===== config.mk =====
export PLATFORM = sky130hd
export DESIGN_NAME = down_timer
export DESIGN_NICKNAME = d
export VERILOG_FILES = /design/src/rtl/down_timer.sv
export SDC_FILE = /design/constraint.sdc
export NUM_CORES = 1
export LEC_CHECK = 0
export CAP_MARGIN = 20
export CORE_MARGIN = 10
export CORE_UTILIZATION = 45
export CTS_BUF_LIST = sky130_fd_sc_hd__clkbuf_8
export DETAILED_ROUTE_END_ITERATION = 6
export PLACE_DENSITY = 0.75
export SLEW_MARGIN = 40
export SYNTH_ARGS = -nofsm -noshare
export SYNTH_HDL_FRONTEND = slang
export SYNTH_SLANG_ARGS = --single-unit
export TNS_END_PERCENT = 50

===== constraint.sdc =====
create_clock -name i_clk -period 5.1 [get_ports i_clk]
set_clock_uncertainty 0.1 [all_clocks]
set_input_delay 1.02 -clock i_clk [delete_from_list [all_inputs] [get_ports i_clk]]
set_output_delay 1.02 -clock i_clk [all_outputs]
set_load 0.1 [all_outputs]

===== src/rtl/down_timer.sv =====
// Loadable down-counting interval timer with one-cycle terminal-count pulse
// and optional auto-reload. Every output is a register; nothing is combinational from the inputs.
//
//   state  | meaning
//   -------+---------------------------------------------------
//   S_IDLE | not counting; count holds its last value, busy=0
//   S_RUN  | decrementing on enabled cycles, busy=1
module down_timer #(
    parameter int WIDTH = 4
) (
    input  logic             i_clk,
    input  logic             i_reset,
    input  logic             i_load,
    input  logic [WIDTH-1:0] i_load_value,
    input  logic             i_enable,
    input  logic             i_stop,
    input  logic             i_auto_reload,
    output logic [WIDTH-1:0] o_count,
    output logic             o_busy,
    output logic             o_done
);

    typedef enum logic {
        S_IDLE = 1'b0,
        S_RUN  = 1'b1
    } state_t;

    state_t           r_state;
    logic [WIDTH-1:0] r_count;
    logic [WIDTH-1:0] r_reload;
    logic             r_busy;
    logic             r_done;

    always_ff @(posedge i_clk) begin
        if (i_reset) begin
            r_state  <= S_IDLE;
            r_count  <= '0;
            r_reload <= '0;
            r_busy   <= 1'b0;
            r_done   <= 1'b0;
        end else begin
            r_done <= 1'b0;
            if (i_load) begin
                r_reload <= i_load_value;
                r_count  <= i_load_value;
                if (i_load_value == '0) begin
                    r_done  <= 1'b1;
                    r_state <= S_IDLE;
                    r_busy  <= 1'b0;
                end else begin
                    r_state <= S_RUN;
                    r_busy  <= 1'b1;
                end
            end else if (r_state == S_RUN) begin
                if (i_stop) begin
                    r_state <= S_IDLE;
                    r_busy  <= 1'b0;
                end else if (i_enable) begin
                    if (r_count > WIDTH'(1)) begin
                        r_count <= r_count - WIDTH'(1);
                    end else if (r_count == WIDTH'(1)) begin
                        r_done <= 1'b1;
                        if (i_auto_reload) begin
                            r_count <= r_reload;
                        end else begin
                            r_count <= '0;
                            r_state <= S_IDLE;
                            r_busy  <= 1'b0;
                        end
                    end else begin
                        // Zero in RUN is unreachable; fall back to idle instead of wrapping.
                        r_state <= S_IDLE;
                        r_busy  <= 1'b0;
                    end
                end
            end
        end
    end

    assign o_count = r_count;
    assign o_busy  = r_busy;
    assign o_done  = r_done;

endmodule

==> results.rst, run 1 <==
.. list-table::
   :header-rows: 1

   * - Metric
     - Value
   * - Antenna diode count
     - 0
   * - Antenna violations before repair
     - 0
   * - Worst Path Class, Setup
     - primary input to flop
   * - Clock transition at the register clock pins on the worst setup and hold paths after CTS
     - 0.05 ns
   * - Net load switching power
     - 0.0780 mW
   * - Final weighted congestion in routability-driven placement
     - 0.807
   * - # clock sinks
     - 11
   * - Leakage
     - 0.335 nW
   * - Register area
     - 220 um^2
   * - Power per standard cell area
     - 301 mW/mm^2
   * - Fraction of power spent switching nets
     - 32.1%
   * - Global routing usage summed across all routing layers
     - 9.74%
   * - Routed wire length per instance
     - 14.7 um
   * - Pin count of the biggest net entering global routing
     - 19
   * - Outcome
     - finished clean
   * - Crit path capture type
     - flop
   * - Via count
     - 611
   * - Final antenna-violating net count
     - 0
   * - Mapped Avg Cell Area
     - 8.51 um^2
   * - Number of distinct library cells after synthesis
     - 35
   * - Number of clock buffers inserted by TritonCTS
     - 3
   * - Internal power
     - 0.165 mW
   * - Worst Hold Class
     - flop to flop
   * - Post-Syn Nets
     - 87
   * - Sequential share of power
     - 39.4%
   * - Top cell type by total area after synthesis
     - dfxtp_1
   * - Layout filler cell count
     - 117
   * - Final hold violation count
     - 0
   * - Hold-fix buffers, CTS
     - 0
   * - Global route overflow
     - 0
   * - DP Wirelength
     - 1.18 mm
   * - Period minus WS final
     - 2.36 ns
   * - Reg-to-reg critical path startpoint
     - o_count[1]
   * - Drt first-iter violations
     - 11
   * - Footprint of the multi-input gates
     - 390 um^2
   * - H-tree depth reported by CTS
     - 1
   * - Fmax
     - 0.424 GHz
   * - Placed cell count
     - 102
   * - Die Area
     - 0.00332 mm^2
   * - Comb pwr share
     - 25.2%
   * - Leading post-synthesis cells by instance count
     - dfxtp_1 (11), a21oi_1 (10), nand2_1 (6)
   * - Die height
     - 57.7 um
   * - Top-level port count
     - 16
   * - Sum of negative setup slack
     - 0 ns
   * - Final critical-path setup slack
     - 2.74 ns
   * - Critical path origin
     - i_load
   * - Synthesized netlist cell count
     - 75
   * - Final setup fails
     - 0
   * - Critical Path AT
     - 2.36 ns
   * - Number of global-route vias before repair
     - 603
   * - Max Root-Sink Buffers
     - 2
   * - Post-synthesis async set-or-reset flop share
     - 0%
   * - Buffers inserted by post-CTS timing repair
     - 0
   * - Root Driver
     - clkbuf_8
   * - Initial Utilization
     - 48.4%
   * - Final worst-path cycle share
     - 46.2%
   * - Number of flops mapped to enable cells by yosys
     - 0
   * - Area of the core region
     - 0.00132 mm^2
   * - Flops & latches, synth
     - 11
   * - Fraction of final layout cells sized beyond drive strength 1
     - 15.4%
   * - VDD IR max
     - 0.226 mV
   * - Die W
     - 57.7 um
   * - Maximum net fanout on the critical path
     - 18
   * - Via density
     - 5.76
   * - Wirelength, routed
     - 1.55 mm
   * - Rows
     - 13
   * - Data required, critical path
     - 5.11 ns
   * - Count of placed standard cells in the final layout, fillers left out
     - 106
   * - Most repeated cell in the gate-level netlist after synthesis
     - dfxtp_1
   * - Worst Min Path Start
     - o_busy
   * - Minimum setup slack after placement
     - 2.49 ns
   * - Number of pins with negative max-slew slack in the final report
     - 0
   * - Worst hold slack across all endpoints
     - 0.378 ns
   * - Pre-Repair DR Iteration Count
     - 4
   * - Insertion delay to the later sink of the worst-skew pair
     - 0.24 ns
   * - Area share of the largest cell type after synthesis
     - 34.5%
   * - Number of nets at the end of the flow
     - 104
   * - Fraction of power consumed by the clock network
     - 35.5%
   * - Worst Max-Slew Pin Slew
     - 0.631 ns
   * - Layout overhead on the synthesized area
     - 26.9%
   * - Yosys Warn Count
     - 0
   * - Synthesized cell area
     - 638 um^2
   * - Cells taking the most area after synthesis
     - dfxtp_1 (35%), a21oi_1 (7.8%), ha_1 (3.9%)
   * - Share of the yosys chip area belonging to registers
     - 34.5%
   * - Dominant register cell in the synthesized netlist
     - dfxtp_1
   * - Detailed-route DRC error count
     - 0
   * - Maximum Capacitance Violations
     - 0
   * - Worst-case headroom to the max-slew limit
     - 57.8%
   * - First-pass GRT wire length
     - 2.58 mm
   * - Category of the worst setup path launch point
     - primary input
   * - Port bufs
     - 15
   * - Clock tree from TritonCTS
     - built
   * - Post-CTS sizing
     - 0
   * - Setup repair after global routing missed its margin
     - no
[metal layers]
metal	wire length (um)	global-route usage (%)
met1	710	10.5
met2	702	15.5
met3	100	3.70
met4	41	6.38
met5	0	0
[flip-flops by register name, indices dropped and copies added (netlist names)]
| register | count |
|---|---|
| o_count | 4 |
| o_busy | 1 |
| r_reload | 4 |
| o_done | 1 |
| r_state | 1 |
[final cells by class]
cell class	instances	area share, %
Inverter	4	1.85
Sequential cell	11	27.2
Clock buffer	3	5.10
Clock inverter	1	0.464
Multi-Input combinational cell	57	48.2
Timing Repair Buffer	15	14.8
Tap cell	15	2.32
[stage by stage]
step | utilization [%] | total power [mW] | area (um^2)
after global placement | 60.3 | 0.161 | 795
after floorplan | - | 0.142 | 638
after CTS | 61.4 | 0.246 | 810
after global routing | 61.4 | 0.255 | 810
final | 61.4 | 0.243 | 810
after detailed placement | 58.0 | 0.159 | 764
[cell families (layout without fill, tap and decap cells)]
group / after synthesis / count (layout) / share of synthesized area, %
and+or+nand+nor: 31 / 31 / 29.8
muxes: 3 / 3 / 4.90
AOI/OAI and AO/OA: 21 / 21 / 22.5
DFF: 11 / 11 / 34.5
adders and majority gates: 2 / 2 / 3.92
buffers and inverters: 7 / 23 / 4.31
[power by group through the flow]
stage	combinational, mW	clock, mW	sequential [mW]
floorplan	0.0260	0	0.116
global placement	0.0633	0	0.0973
detailed placement	0.0611	0	0.0975
CTS	0.0612	0.0886	0.0957
global route	0.0658	0.0932	0.0965
finish	0.0612	0.0863	0.0958
[final timing paths]
check             cells after the start          to  slack (ns)
setup / recovery                      4  o_count[3]        2.74
hold / removal                        2      o_busy        0.38
setup reg to reg                      6  o_count[0]        3.28
hold reg to reg                       2      o_busy        0.38
[cell usage in the layout (no fill, tap or decap), types with 2 or more instances in the layout]
master           count
buf_2                6
inv_1                5
ha_1                 2
nand2_1              6
nor2_1               5
and4_1               2
nor3_1               2
a21oi_1             10
clkbuf_8             3
nand2b_1             3
clkdlybuf4s50_1      9
or2_1                2
dfxtp_1             11
nor2b_1              2
mux2i_1              2
[worst max-delay path, cell delays in order]
cell,delay (ns)
clkdlybuf4s50_1,0.87
and3b_1,0.25
a21oi_1,0.11
o22ai_1,0.10
No activity file was read; power rests on OpenSTA's default activity.
==> run 2: changes to the inputs <==
CORE_UTILIZATION = 44   (was 45)
PLACE_DENSITY = 0.77   (was 0.75)
clock period = 2 ns   (was 5.1 ns; I/O delays follow)
==> results.rst, run 2 (synthesis gave the netlist of run 1 again) <==
.. list-table::
   :header-rows: 1

   * - Metric
     - Value
   * - Internal power
     - 0.444 mW (+170%)
   * - Met2 routed wirelength
     - 822 um (+17%)
   * - Reg2reg end
     - o_count[0]
   * - Rows
     - 13 (unchanged)
   * - Maximum net fanout on the critical path
     - 9 (-9)
   * - Hold Path Sink
     - r_reload[1]
   * - Fmax
     - 0.559 GHz
   * - Met1 Routed Length
     - 722 um (+1.7%)
   * - Drt first-iter violations
     - 17 (+6)
   * - Power per standard cell area
     - 713 mW/mm^2 (+140%)
   * - Number of nets at the end of the flow
     - 106 (+1.9%)
   * - Worst Max-Slew Pin Slew
     - 0.464 ns (-0.166 ns)
   * - Post-CTS sizing
     - 0 (unchanged)
   * - Number of global-route vias before repair
     - 612 (+1.5%)
   * - Number of pins with negative max-slew slack in the final report
     - 0 (unchanged)
   * - Period minus WS final
     - 1.79 ns
   * - Sequential share of power
     - 38.3% (-1.1 points)
   * - Post-Place Cell Area
     - 867 um^2 (+13%)
   * - Register-to-register setup slack
     - 0.21 ns (-3.07 ns)
   * - Final worst-path cycle share
     - 89.4%
   * - Final antenna-violating net count
     - 0 (unchanged)
   * - Hold-fix buffers, CTS
     - 0 (unchanged)
   * - Top-level port count
     - 16 (unchanged)
   * - Data required, critical path
     - 2.04 ns (-3.07 ns)
   * - Area of the core region
     - 0.00133 mm^2 (+1.2%)
   * - Top Family by Delay on Critical Path
     - simple AND/OR/NAND/NOR gates
   * - VDD IR max
     - 0.516 mV (+130%)
   * - # clock sinks
     - 11 (unchanged)
   * - Fraction of power spent switching nets
     - 31.7% (-0.37 points)
   * - DP Wirelength
     - 1.24 mm (+5.5%)
   * - Worst Hold Class
     - flop to flop
   * - Antenna violations before repair
     - 0 (unchanged)
   * - Placed cell count
     - 104 (+2.0%)
   * - Initial Utilization
     - 47.8% (-0.59 points)
   * - Maximum Capacitance Violations
     - 0 (unchanged)
   * - Via density
     - 5.89 (+2.2%)
   * - Die height
     - 58.1 um (+0.74%)
   * - First-pass GRT wire length
     - 2.82 mm (+9.4%)
   * - Global routing usage summed across all routing layers
     - 10.4% (+0.68 points)
   * - Met3 wire length
     - 83 um (-17%)
   * - H-tree depth reported by CTS
     - 1 (unchanged)
   * - Pin count of the biggest net entering global routing
     - 13 (-6)
   * - Final setup fails
     - 0 (unchanged)
   * - Leakage
     - 0.365 nW (+8.9%)
   * - Via count
     - 636 (+4.1%)
   * - Top Metal Used
     - met4
   * - Worst hold path depth
     - 2 (unchanged)
   * - Most used cells in the layout excluding fill and tap cells
     - a21oi_1 (10), clkdlybuf4s50_1 (9), dfxtp_1 (7), nand2_1 (6)
   * - Count of placed standard cells in the final layout, fillers left out
     - 108 (+1.9%)
   * - Port bufs
     - 15 (unchanged)
   * - Global route overflow
     - 0 (unchanged)
   * - Root Driver
     - clkbuf_8
   * - Clock tree from TritonCTS
     - built
   * - Clock transition at the register clock pins on the worst setup and hold paths after CTS
     - 0.05 ns (about the same)
   * - Max Root-Sink Buffers
     - 2 (unchanged)
   * - Routed wire length per instance
     - 15.2 um (+3.6%)
   * - Worst Path Class, Setup
     - flop to flop
   * - Sum of negative setup slack
     - 0 ns (unchanged)
   * - Outcome
     - finished clean
   * - Layout overhead on the synthesized area
     - 42.9%
   * - Wirelength, routed
     - 1.64 mm (+5.5%)
   * - Library cell contributing the largest single delay on the critical path
     - dfxtp_4
   * - Most common cell after layout, fill and taps aside
     - a21oi_1
   * - Final weighted congestion in routability-driven placement
     - 0.798 (-1.2%)
   * - Final hold violation count
     - 0 (unchanged)
   * - Worst reg-to-reg path cell count
     - 6 (unchanged)
   * - Count of buffer and inverter cells on the critical path
     - 1 (unchanged)
   * - Insertion delay to the later sink of the worst-skew pair
     - 0.24 ns (about the same)
   * - Comb pwr share
     - 27.9% (+2.7 points)
   * - Largest stage delay, worst path
     - 0.37 ns (-0.50 ns)
   * - Fraction of final layout cells sized beyond drive strength 1
     - 21.5% (+6.1 points)
   * - Die W
     - 58.1 um (+0.74%)
   * - Buffers inserted by post-CTS timing repair
     - 0 (unchanged)
   * - Antenna diode count
     - 0 (unchanged)
   * - Total non-filler cell area in the finished layout
     - 912 um^2 (+13%)
   * - Worst-case headroom to the max-slew limit
     - 69.0% (+11 points)
   * - Detailed-route DRC error count
     - 0 (unchanged)
   * - Net load switching power
     - 0.206 mW (+160%)
   * - Category of the worst setup path launch point
     - flop
   * - Cells along the critical path
     - inv_1 -> ha_1 -> nor4b_1 -> or2_1 -> a21oi_1 -> a221oi_2
   * - Setup repair after global routing missed its margin
     - no
   * - Number of clock buffers inserted by TritonCTS
     - 3 (unchanged)
   * - Worst Min Path Start
     - r_reload[1]
   * - Reg-to-reg critical path startpoint
     - o_count[1]
   * - Fraction of power consumed by the clock network
     - 33.8% (-1.7 points)
   * - Critical Path AT
     - 1.83 ns (-0.53 ns)
   * - Crit path capture type
     - flop
   * - Die Area
     - 0.00337 mm^2 (+1.5%)
   * - Pre-Repair DR Iteration Count
     - 4 (unchanged)
run 2: worst max-delay path by stage:
stage | from | to | slack, ns | cells past startpoint
floorplan | o_count[1] | o_busy | 0.15 | 6
global placement | i_enable | o_count[2] | 0.13 | 5
detailed placement | i_stop | o_count[2] | 0.08 | 5
CTS | o_count[1] | o_count[0] | 0.22 | 6
global route | o_count[1] | o_count[0] | 0.08 | 6
finish | o_count[1] | o_count[0] | 0.21 | 6
run 2: power by group through the flow:
| stage | sequential (mW) | clock [mW] | combinational [mW] |
|---|---|---|---|
| CTS | 0.249 | 0.218 | 0.181 |
| finish | 0.249 | 0.220 | 0.181 |
| floorplan | 0.296 | 0 | 0.0658 |
| global placement | 0.252 | 0 | 0.178 |
| global route | 0.251 | 0.239 | 0.193 |
| detailed placement | 0.253 | 0 | 0.179 |
run 2: cell type report:
| type | instances | area, um^2 |
|---|---|---|
| fill | 115 | 422 |
| timing repair buffer | 17 | 213 |
| tap | 15 | 18.8 |
| clock inverter | 1 | 3.75 |
| clock buffer | 3 | 41.3 |
| multi-input combinational | 57 | 390 |
| sequential | 11 | 230 |
| inverter | 4 | 15.0 |
run 2: worst min-delay path: cells and delay by family, from the launching register on:
kind / cells / cell delay [ns]
AOI/OAI and AO/OA: 1 / 0.06
DFF: 1 / 0.31
and+or+nand+nor: 1 / 0.06
run 2: per-stage QoR:
step                hold slack [ns]  utilization (%)  setup WS (ns)  total power, mW
global placement              0.361             65.0          0.125            0.430
global route                  0.412             68.4         0.0802            0.682
finish                        0.378             68.4          0.212            0.650
floorplan                     0.346                -          0.152            0.362
CTS                           0.376             68.4          0.220            0.648
detailed placement            0.365             65.0         0.0816            0.432
run 2: metal layers:
metal	up-vias	global-route usage, %
li1	309	-
met5	-	0
met3	2	4.36
met2	21	17.0
met4	0	4.03
met1	304	11.7
